<file path="config.mk">
export PLATFORM = sky130hd
export DESIGN_NAME = prog_sequencer_flat
export DESIGN_NICKNAME = d
export VERILOG_FILES = /design/src/rtl/prog_sequencer_if.sv /design/src/rtl/prog_sequencer.sv /design/src/flat_wrapper.sv
export SDC_FILE = /design/constraint.sdc
export NUM_CORES = 1
export LEC_CHECK = 0
export ABC_AREA = 0
export BUFFER_PORTS_ARGS = -buffer_cell sky130_fd_sc_hd__buf_2
export CORE_MARGIN = 2
export CORE_UTILIZATION = 50
export CTS_CLUSTER_SIZE = 28
export DETAILED_ROUTE_END_ITERATION = 16
export PLACE_DENSITY = 0.69
export SETUP_SLACK_MARGIN = 0.02
export SKIP_CTS_REPAIR_TIMING = 1
export SLEW_MARGIN = 20
export SYNTH_ARGS = -nofsm -noshare
export SYNTH_HDL_FRONTEND = slang
export SYNTH_SLANG_ARGS = --single-unit
export TNS_END_PERCENT = 5
</file>
<file path="constraint.sdc">
create_clock -name clk -period 3.7 [get_ports clk]
set_clock_uncertainty 0.1 [all_clocks]
set_input_delay 0.37 -clock clk [delete_from_list [all_inputs] [get_ports clk]]
set_output_delay 0.37 -clock clk [all_outputs]
set_load 0.1 [all_outputs]
</file>
<file path="src/rtl/prog_sequencer_if.sv">
// Handshake and report bundle between the program sequencer and its
// surroundings. The sequencer uses the master view; the testbench/top and
// core side use the slave view.
`timescale 1ns/1ps
interface prog_sequencer_if #(
  parameter int PW = 2,
  parameter int CW = 16
);
  logic          start;
  logic          abort;
  logic          core_done;
  logic          core_rst;
  logic [PW-1:0] prog_sel;
  logic          busy;
  logic          all_done;
  logic          rpt_valid;
  logic [PW-1:0] rpt_prog;
  logic [CW-1:0] rpt_cycles;
  logic          rpt_timeout;
  logic [PW:0]   fail_cnt;

  modport master (
    input  start, abort, core_done,
    output core_rst, prog_sel, busy, all_done,
           rpt_valid, rpt_prog, rpt_cycles, rpt_timeout, fail_cnt
  );

  modport slave (
    output start, abort, core_done,
    input  core_rst, prog_sel, busy, all_done,
           rpt_valid, rpt_prog, rpt_cycles, rpt_timeout, fail_cnt
  );
endinterface

</file>
<file path="src/rtl/prog_sequencer.sv">
// Multi-program run controller: runs NPROG programs back-to-back on one
// core. Each program is selected, the core is held in reset for RST_CYC
// cycles, released, and timed until core_done or TIMEOUT; a one-cycle
// report is posted before moving to the next program.
`timescale 1ns/1ps
module prog_sequencer #(
  parameter int NPROG   = 3,
  parameter int PW      = 2,
  parameter int CW      = 16,
  parameter int TIMEOUT = 4096,
  parameter int RST_CYC = 2
) (
  input logic               clk,
  input logic               reset,
  prog_sequencer_if.master  bus
);

  localparam int HW = (RST_CYC > 1) ? $clog2(RST_CYC) : 1;

  typedef enum logic [1:0] {IDLE, HOLD, RUN, REPORT} state_t;

  state_t        state;
  logic [HW-1:0] hold_cnt;
  logic [CW-1:0] run_cnt;
  logic [CW-1:0] run_next;
  logic          last_prog;
  logic          fail_sat;

  // Cycle count including the current RUN cycle, and end-of-sequence detect.
  always_comb begin
    run_next  = run_cnt + 1'b1;
    last_prog = (bus.prog_sel == PW'(NPROG - 1));
    fail_sat  = (bus.fail_cnt == {(PW+1){1'b1}});
  end

  // Sequencer FSM; every output is a register updated here.
  always_ff @(posedge clk or negedge reset) begin
    if (!reset) begin
      state           <= IDLE;
      hold_cnt        <= '0;
      run_cnt         <= '0;
      bus.core_rst    <= 1'b1;
      bus.prog_sel    <= '0;
      bus.busy        <= 1'b0;
      bus.all_done    <= 1'b0;
      bus.rpt_valid   <= 1'b0;
      bus.rpt_prog    <= '0;
      bus.rpt_cycles  <= '0;
      bus.rpt_timeout <= 1'b0;
      bus.fail_cnt    <= '0;
    end else begin
      bus.rpt_valid <= 1'b0;
      case (state)
        IDLE: begin
          bus.core_rst <= 1'b1;
          bus.busy     <= 1'b0;
          if (bus.start) begin
            state        <= HOLD;
            bus.busy     <= 1'b1;
            bus.prog_sel <= '0;
            bus.all_done <= 1'b0;
            bus.fail_cnt <= '0;
            hold_cnt     <= '0;
          end
        end
        HOLD: begin
          if (bus.abort) begin
            state        <= IDLE;
            bus.core_rst <= 1'b1;
            bus.busy     <= 1'b0;
          end else if (hold_cnt == HW'(RST_CYC - 1)) begin
            state        <= RUN;
            bus.core_rst <= 1'b0;
            run_cnt      <= '0;
          end else begin
            hold_cnt <= hold_cnt + 1'b1;
          end
        end
        RUN: begin
          if (bus.abort) begin
            state        <= IDLE;
            bus.core_rst <= 1'b1;
            bus.busy     <= 1'b0;
          end else if (bus.core_done) begin
            state           <= REPORT;
            bus.core_rst    <= 1'b1;
            bus.rpt_valid   <= 1'b1;
            bus.rpt_prog    <= bus.prog_sel;
            bus.rpt_cycles  <= run_next;
            bus.rpt_timeout <= 1'b0;
          end else if (run_next == CW'(TIMEOUT)) begin
            state           <= REPORT;
            bus.core_rst    <= 1'b1;
            bus.rpt_valid   <= 1'b1;
            bus.rpt_prog    <= bus.prog_sel;
            bus.rpt_cycles  <= CW'(TIMEOUT);
            bus.rpt_timeout <= 1'b1;
            if (!fail_sat) begin
              bus.fail_cnt <= bus.fail_cnt + 1'b1;
            end
          end else begin
            run_cnt <= run_next;
          end
        end
        REPORT: begin
          bus.core_rst <= 1'b1;
          if (bus.abort) begin
            state    <= IDLE;
            bus.busy <= 1'b0;
          end else if (last_prog) begin
            state        <= IDLE;
            bus.busy     <= 1'b0;
            bus.all_done <= 1'b1;
          end else begin
            state        <= HOLD;
            bus.prog_sel <= bus.prog_sel + 1'b1;
            hold_cnt     <= '0;
          end
        end
        default: begin
          state        <= IDLE;
          bus.core_rst <= 1'b1;
          bus.busy     <= 1'b0;
        end
      endcase
    end
  end

endmodule

</file>
<file path="src/flat_wrapper.sv">
// flat-port wrapper written by rule: the top's interface ports become plain ports
module prog_sequencer_flat 
#(
  parameter int NPROG   = 3,
  parameter int PW      = 2,
  parameter int CW      = 16,
  parameter int TIMEOUT = 4096,
  parameter int RST_CYC = 2
)
  (clk, reset, bus_start, bus_abort, bus_core_done, bus_core_rst, bus_prog_sel, bus_busy, bus_all_done, bus_rpt_valid, bus_rpt_prog, bus_rpt_cycles, bus_rpt_timeout, bus_fail_cnt);
  prog_sequencer_if #(.PW(PW), .CW(CW)) bus_i ();
  input logic clk;
  input logic reset;
  input wire logic [$bits(bus_i.start)-1:0] bus_start;
  input wire logic [$bits(bus_i.abort)-1:0] bus_abort;
  input wire logic [$bits(bus_i.core_done)-1:0] bus_core_done;
  output wire logic [$bits(bus_i.core_rst)-1:0] bus_core_rst;
  output wire logic [$bits(bus_i.prog_sel)-1:0] bus_prog_sel;
  output wire logic [$bits(bus_i.busy)-1:0] bus_busy;
  output wire logic [$bits(bus_i.all_done)-1:0] bus_all_done;
  output wire logic [$bits(bus_i.rpt_valid)-1:0] bus_rpt_valid;
  output wire logic [$bits(bus_i.rpt_prog)-1:0] bus_rpt_prog;
  output wire logic [$bits(bus_i.rpt_cycles)-1:0] bus_rpt_cycles;
  output wire logic [$bits(bus_i.rpt_timeout)-1:0] bus_rpt_timeout;
  output wire logic [$bits(bus_i.fail_cnt)-1:0] bus_fail_cnt;
  assign bus_i.start = bus_start;
  assign bus_i.abort = bus_abort;
  assign bus_i.core_done = bus_core_done;
  assign bus_core_rst = bus_i.core_rst;
  assign bus_prog_sel = bus_i.prog_sel;
  assign bus_busy = bus_i.busy;
  assign bus_all_done = bus_i.all_done;
  assign bus_rpt_valid = bus_i.rpt_valid;
  assign bus_rpt_prog = bus_i.rpt_prog;
  assign bus_rpt_cycles = bus_i.rpt_cycles;
  assign bus_rpt_timeout = bus_i.rpt_timeout;
  assign bus_fail_cnt = bus_i.fail_cnt;
  prog_sequencer #(.NPROG(NPROG), .PW(PW), .CW(CW), .TIMEOUT(TIMEOUT), .RST_CYC(RST_CYC)) u_core (.clk(clk), .reset(reset), .bus(bus_i));
endmodule
</file>
# [Yosys cells after proc, flatten, opt, wreduce, memory -nomap -nowiden]
# Index checks and enable logic that the tools add are counted.
[totals] word_cells=109 out_inout_bits=28 register_bits=47
[classes] mux=54 n_reduce_logical=17 n_eq_ne=21 n_addsub=4 bitwise_logic=1
[ops] op="16-bit two-way mux" n=7
[ops] op="16-bit case mux with 2 select lines" n=1
[ops] op="2-bit two-way mux" n=12
[ops] op="1-bit two-way mux" n=22
[ops] op="16-bit by 1-bit adder with 16-bit output (second input constant)" n=1
[ops] op="16-bit by 13-bit == test with 1-bit output (second input constant)" n=1
[ops] op="2-bit != test (second input constant)" n=8
[ops] op="3-bit two-way mux" n=5
[ops] op="6-bit AND reduction" n=2
[ops] op="1-bit case mux with 3 select lines" n=3
[ops] op="2-bit by 1-bit != test with 1-bit output (second input constant)" n=4
[ops] op="2-bit case mux with 4 select lines" n=1
[ops] op="4-bit AND reduction" n=2
[ops] op="2-bit nonzero test" n=4
[ops] op="2-bit == test (second input constant)" n=3
[ops] op="3-bit by 2-bit != test with 1-bit output (second input constant)" n=2
[ops] op="3-bit case mux with 2 select lines" n=1
[ops] op="3-bit AND reduction" n=2
[ops] op="5-bit AND reduction" n=1
[ops] op="4-bit by 3-bit != test with 1-bit output (second input constant)" n=1
[ops] op="2-bit case mux with 2 select lines" n=1
[ops] op="2-bit AND reduction" n=2
[ops] op="2-bit OR reduction" n=2
[ops] op="3-bit by 1-bit adder with 3-bit output (second input constant)" n=1
[ops] op="other kinds (8)" n=8

# [Longest topological paths before layout]
[depth] ltp_word=6 depth_mapped=10

# [Least setup slack after synthesis]
# Ideal clock, no wire load.
[synth_path] path_type="reg2reg" start="register u_core.run_cnt[0]" end="register u_core.bus.rpt_prog[1] (netlist name)" arrival_time_ns=2.524 period_less_slack_ns=2.750 n_path_buf=1 path_stages_with_launch=11 path_slack_ns=0.950 cell_sequence="dfrtp_1 -> ha_1 -> nand4_4 -> or3_1 -> a211oi_1 -> nor4_1 -> and3_4 -> buf_6 -> o21ai_4 -> inv_2 -> mux2_4"
[synth_via] elab_chain_cells=4
[synth_rtl] item="start, declared" line_no="prog_sequencer.sv:24" rtl="logic [CW-1:0] run_cnt;"
[synth_rtl] item="start signal, assigned" line_no="prog_sequencer.sv:102" rtl="run_cnt <= run_next;"
[synth_rtl] item="16-bit by 1-bit adder with 16-bit output" line_no="prog_sequencer.sv:31" rtl="run_next = run_cnt + 1'b1;"
[synth_rtl] item="16-bit by 13-bit == test with 1-bit output" line_no="prog_sequencer.sv:91" rtl="end else if (run_next == CW'(TIMEOUT)) begin"
[synth_rtl] item="2-bit nonzero test (no line)"
[synth_rtl] item="3-bit AND reduction (no line)"
[synth_rtl] item="end signal, assigned" line_no="prog_sequencer.sv:88" rtl="bus.rpt_prog <= bus.prog_sel;"
[synth_rtl] item="end signal, assigned" line_no="prog_sequencer.sv:95" rtl="bus.rpt_prog <= bus.prog_sel;"
[synth_rtl] item="end, declared" line_no="prog_sequencer_if.sv:25" rtl="rpt_valid, rpt_prog, rpt_cycles, rpt_timeout, fail_cnt"
# Every way passes these cells.
# A chain may end at the register's enable or synchronous reset.

# [Worst setup path in the final report]
[layout_path] start="register u_core.run_cnt[0]" end="register u_core.run_cnt[1]"
[layout_via] elab_chain_cells=5 elab_cells_between_ends=8 classes_between="1 x add/sub; 2 x eq/ne; 4 x mux; 1 x reduce/logical"
[layout_rtl] item="16-bit by 1-bit adder with 16-bit output *" line_no="prog_sequencer.sv:31"
[layout_rtl] item="parallel branches: the longest is 4 deep, another holds 16-bit by 13-bit == test with 1-bit output"
# Mark *: on every way between the ends. The select of a mux whose other input is x is not followed.

==> results.md <==
* FF+latch count, synth at 47
* Netlist Area Pre-Place at 0.00283 sq mm
* Most common cell after layout, fill and taps aside: dfrtp_1
* Peak supply drop at around 0.00046 V
* Max-Cap Viols at 0
* Final hold violation count at 46
* P_leak at around 0.0014 uW
* Pins Over Slew Limit at 0
* Die H at just under 80 um
* Mapped Avg Cell Area at approximately 9.5 sq um
* Design Area, Final at between 0.003 and 0.004 sq mm
* Outcome: finished with violations
* Hold_ws at -0.0517 ns
* Core ar. at ~0.0055 sq mm
* Clock tree root buffer cell: clkbuf_8
* # setup viols final at 0
* Routed via count at between 2000 and 2500
* Filler cell count at between 500 and 600
* Setup TNS at 0 ns
* Clk_lat worst skew at about 0.3 ns
* Site Rows at 27
* Power per standard cell area at around 760 mW/mm^2
* Seq/Total Area, Yosys at a little over two fifths
* Total track usage at a little over a fifth
* Initial Util at 51.7%
* Synth Flop Type: dfrtp_1
* Global placement routability congestion at between 0.9 and 1
* # diodes at 0
* Max frequency at 331 MHz
* Via density at about 6
* Hold/Removal Path Class: in -> async
* Area delta synth->final at 10.1%
* Tmin final at 3.02 ns
* Cells after Synth at between 200 and 300
* Boundary pin count at 33
* IO buf count at 32
* Layout Utilization at 56.9%
* Die area at roughly 0.0063 sq mm
* Fin crit share at 81.7%
* DRT Pass-1 Iters at 4
* CTS tree: done
* First-pass GRT wire length at 10800 um
* Clock-pin transition on the worst setup and hold timing paths at 0.09 ns
* Initial DRC Count at 227
* Final wirelength at ~6400 um
* Largest net degree at the start of global routing at 48
* RSZ-0062 raised after global routing: false
* Setup crit end kind: register
* Num CTS Buffers at 5
* Total power at 2380 uW
* DRC viols at 0
* CTS max path bufs at 2
* H-tree levels at 2
* Number of global-route vias before repair at 2169
* Clock sinks at between 40 and 50
* Worst EP required at 3.84 ns
* Failing checks: negative hold slack
* Initial antenna violation count at 0
* Gr ovfl total at 0
* Worst-margin pin slew at 0.951 ns
* Synth async-reset ratio at 100%
* Arr. time, crit path at 3.16 ns
* WL/cell at 16.2 um
* Most frequent cells in the layout: 46 x dfrtp_1, 31 x buf_2, 26 x nor2_1
* Layout cell share with drive strength beyond 1 at 17.4%
* Placed inst area at 0.00303 sq mm
* Setup CP Type: reg -> reg
* HPWL after DPL at 4680 um
* Routed Antenna Nets at 0
* Die width at approximately 79 um
* Final net count at 342
* Unique masters post-synth at 57
* Syn_nets at approximately 320
* Worst rel slew slack at 36.4%
* Startpoint Class: register
* Yosys warnings at 0
* Critical Path Fanout Max at 9
* Number of synthesized flops with an enable pin at 0
[Yosys cell counts (4+ instances only)]
| cell type | count | area share [%] |
|---|---|---|
| dfrtp_1 | 46 | 41 |
| nor2_1 | 26 | 3.4 |
| nand2_1 | 21 | 2.8 |
| inv_1 | 19 | 2.5 |
| o21ai_0 | 18 | 3.2 |
| o2bb2ai_1 | 16 | 5.0 |
| ha_1 | 11 | 4.9 |
| a21oi_1 | 10 | 1.8 |
| nand3_1 | 10 | 1.8 |
| o211ai_1 | 8 | 2.1 |
| mux2i_1 | 7 | 2.5 |
| nor3_1 | 7 | 1.2 |
| nor4_1 | 7 | 1.5 |
| clkbuf_1 | 6 | 0.80 |
| xnor2_1 | 6 | 1.9 |
| and4_1 | 5 | 1.5 |
| buf_2 | 5 | 0.88 |
| nand4_1 | 5 | 1.1 |
| a22o_1 | 4 | 1.2 |
| a31oi_1 | 4 | 0.88 |
| mux2_2 | 4 | 1.6 |
[metal layers]
metal / wire (um) / share of wire, % / track usage [%] / up-vias
li1: - / - / - / 1168
met1: 3210 / 50 / 34.3 / 1137
met2: 2740 / 43 / 31.1 / 76
met3: 415 / 6.4 / 3.98 / 10
met4: 78 / 1.2 / 5.86 / 0
met5: 0 / 0 / 0 / -
[per-stage QoR]
step	instances	setup WS (ns)
floorplan	299	0.950
global placement	391	0.786
detailed placement	391	0.688
CTS	399	0.680
global route	399	0.373
finish	399	0.678
[critical path, cell delays in order (launching register included)]
cell	delay (ns)
dfrtp_1	0.51
ha_1	0.36
nand4_4	0.17
nor4_1	0.31
a211oi_1	0.10
nor4_1	0.46
nand3_1	0.18
buf_4	0.20
o21ai_0	0.39
a32o_1	0.18
[worst paths after layout]
path	startpoint	endpoint	slack (ns)	cells past startpoint
min in group clk	bus_start	u_core.bus.busy$_DFFE_PN0P_	0.27	3
setup reg to reg	u_core.run_cnt[0]$_DFFE_PN0P_	u_core.run_cnt[1]$_DFFE_PN0P_	0.68	9
hold reg to reg	u_core.bus.rpt_timeout$_DFFE_PN0P_	u_core.bus.rpt_timeout$_DFFE_PN0P_	0.39	1
max in group asynchronous	reset	u_core.run_cnt[1]$_DFFE_PN0P_	3.14	1
setup / recovery	u_core.run_cnt[0]$_DFFE_PN0P_	u_core.run_cnt[1]$_DFFE_PN0P_	0.68	9
hold / removal	reset	u_core.bus.prog_sel[1]$_DFFE_PN0P_	-0.05	1
[cell families (layout without fill, tap and decap cells)]
| logic type | Yosys count | in the layout | share of synthesized area (%) |
|---|---|---|---|
| compound gates | 83 | 83 | 21.4 |
| xor+xnor | 7 | 7 | 2.17 |
| fa+ha+maj | 11 | 11 | 4.86 |
| buf+inv | 35 | 63 | 5.39 |
| flops | 47 | 47 | 41.6 |
| mux | 12 | 12 | 4.60 |
| simple gates | 104 | 104 | 20.0 |
[where the power goes]
part,switching (uW),internal [uW],leakage (uW)
clock,178,133,0.0000483
sequential,79.4,636,0.000638
combinational,1090,264,0.000723
[flip-flops by register name, summed over array words and instances (netlist names)]
name,count
u_core.bus.rpt_cycles,16
u_core.run_cnt,16
u_core.bus.fail_cnt,3
u_core.bus.prog_sel,2
u_core.bus.rpt_prog,2
u_core.state,2
u_core.bus.all_done,1
u_core.bus.busy,1
u_core.bus.core_rst,1
u_core.bus.rpt_timeout,1
u_core.bus.rpt_valid,1
u_core.hold_cnt,1
[final cells by class]
type                            count  area, sq um  share of cell area, %
Inverter                           20         75.1                   2.41
Timing Repair Buffer               35          185                   5.94
Sequential cell                    47         1180                   37.8
Multi-Input combinational cell    217         1500                   48.2
Tap cell                           72         90.1                   2.89
Clock buffer                        5         68.8                   2.21
Clock inverter                      3         18.8                  0.602
(Power assumes the default switching activity.)
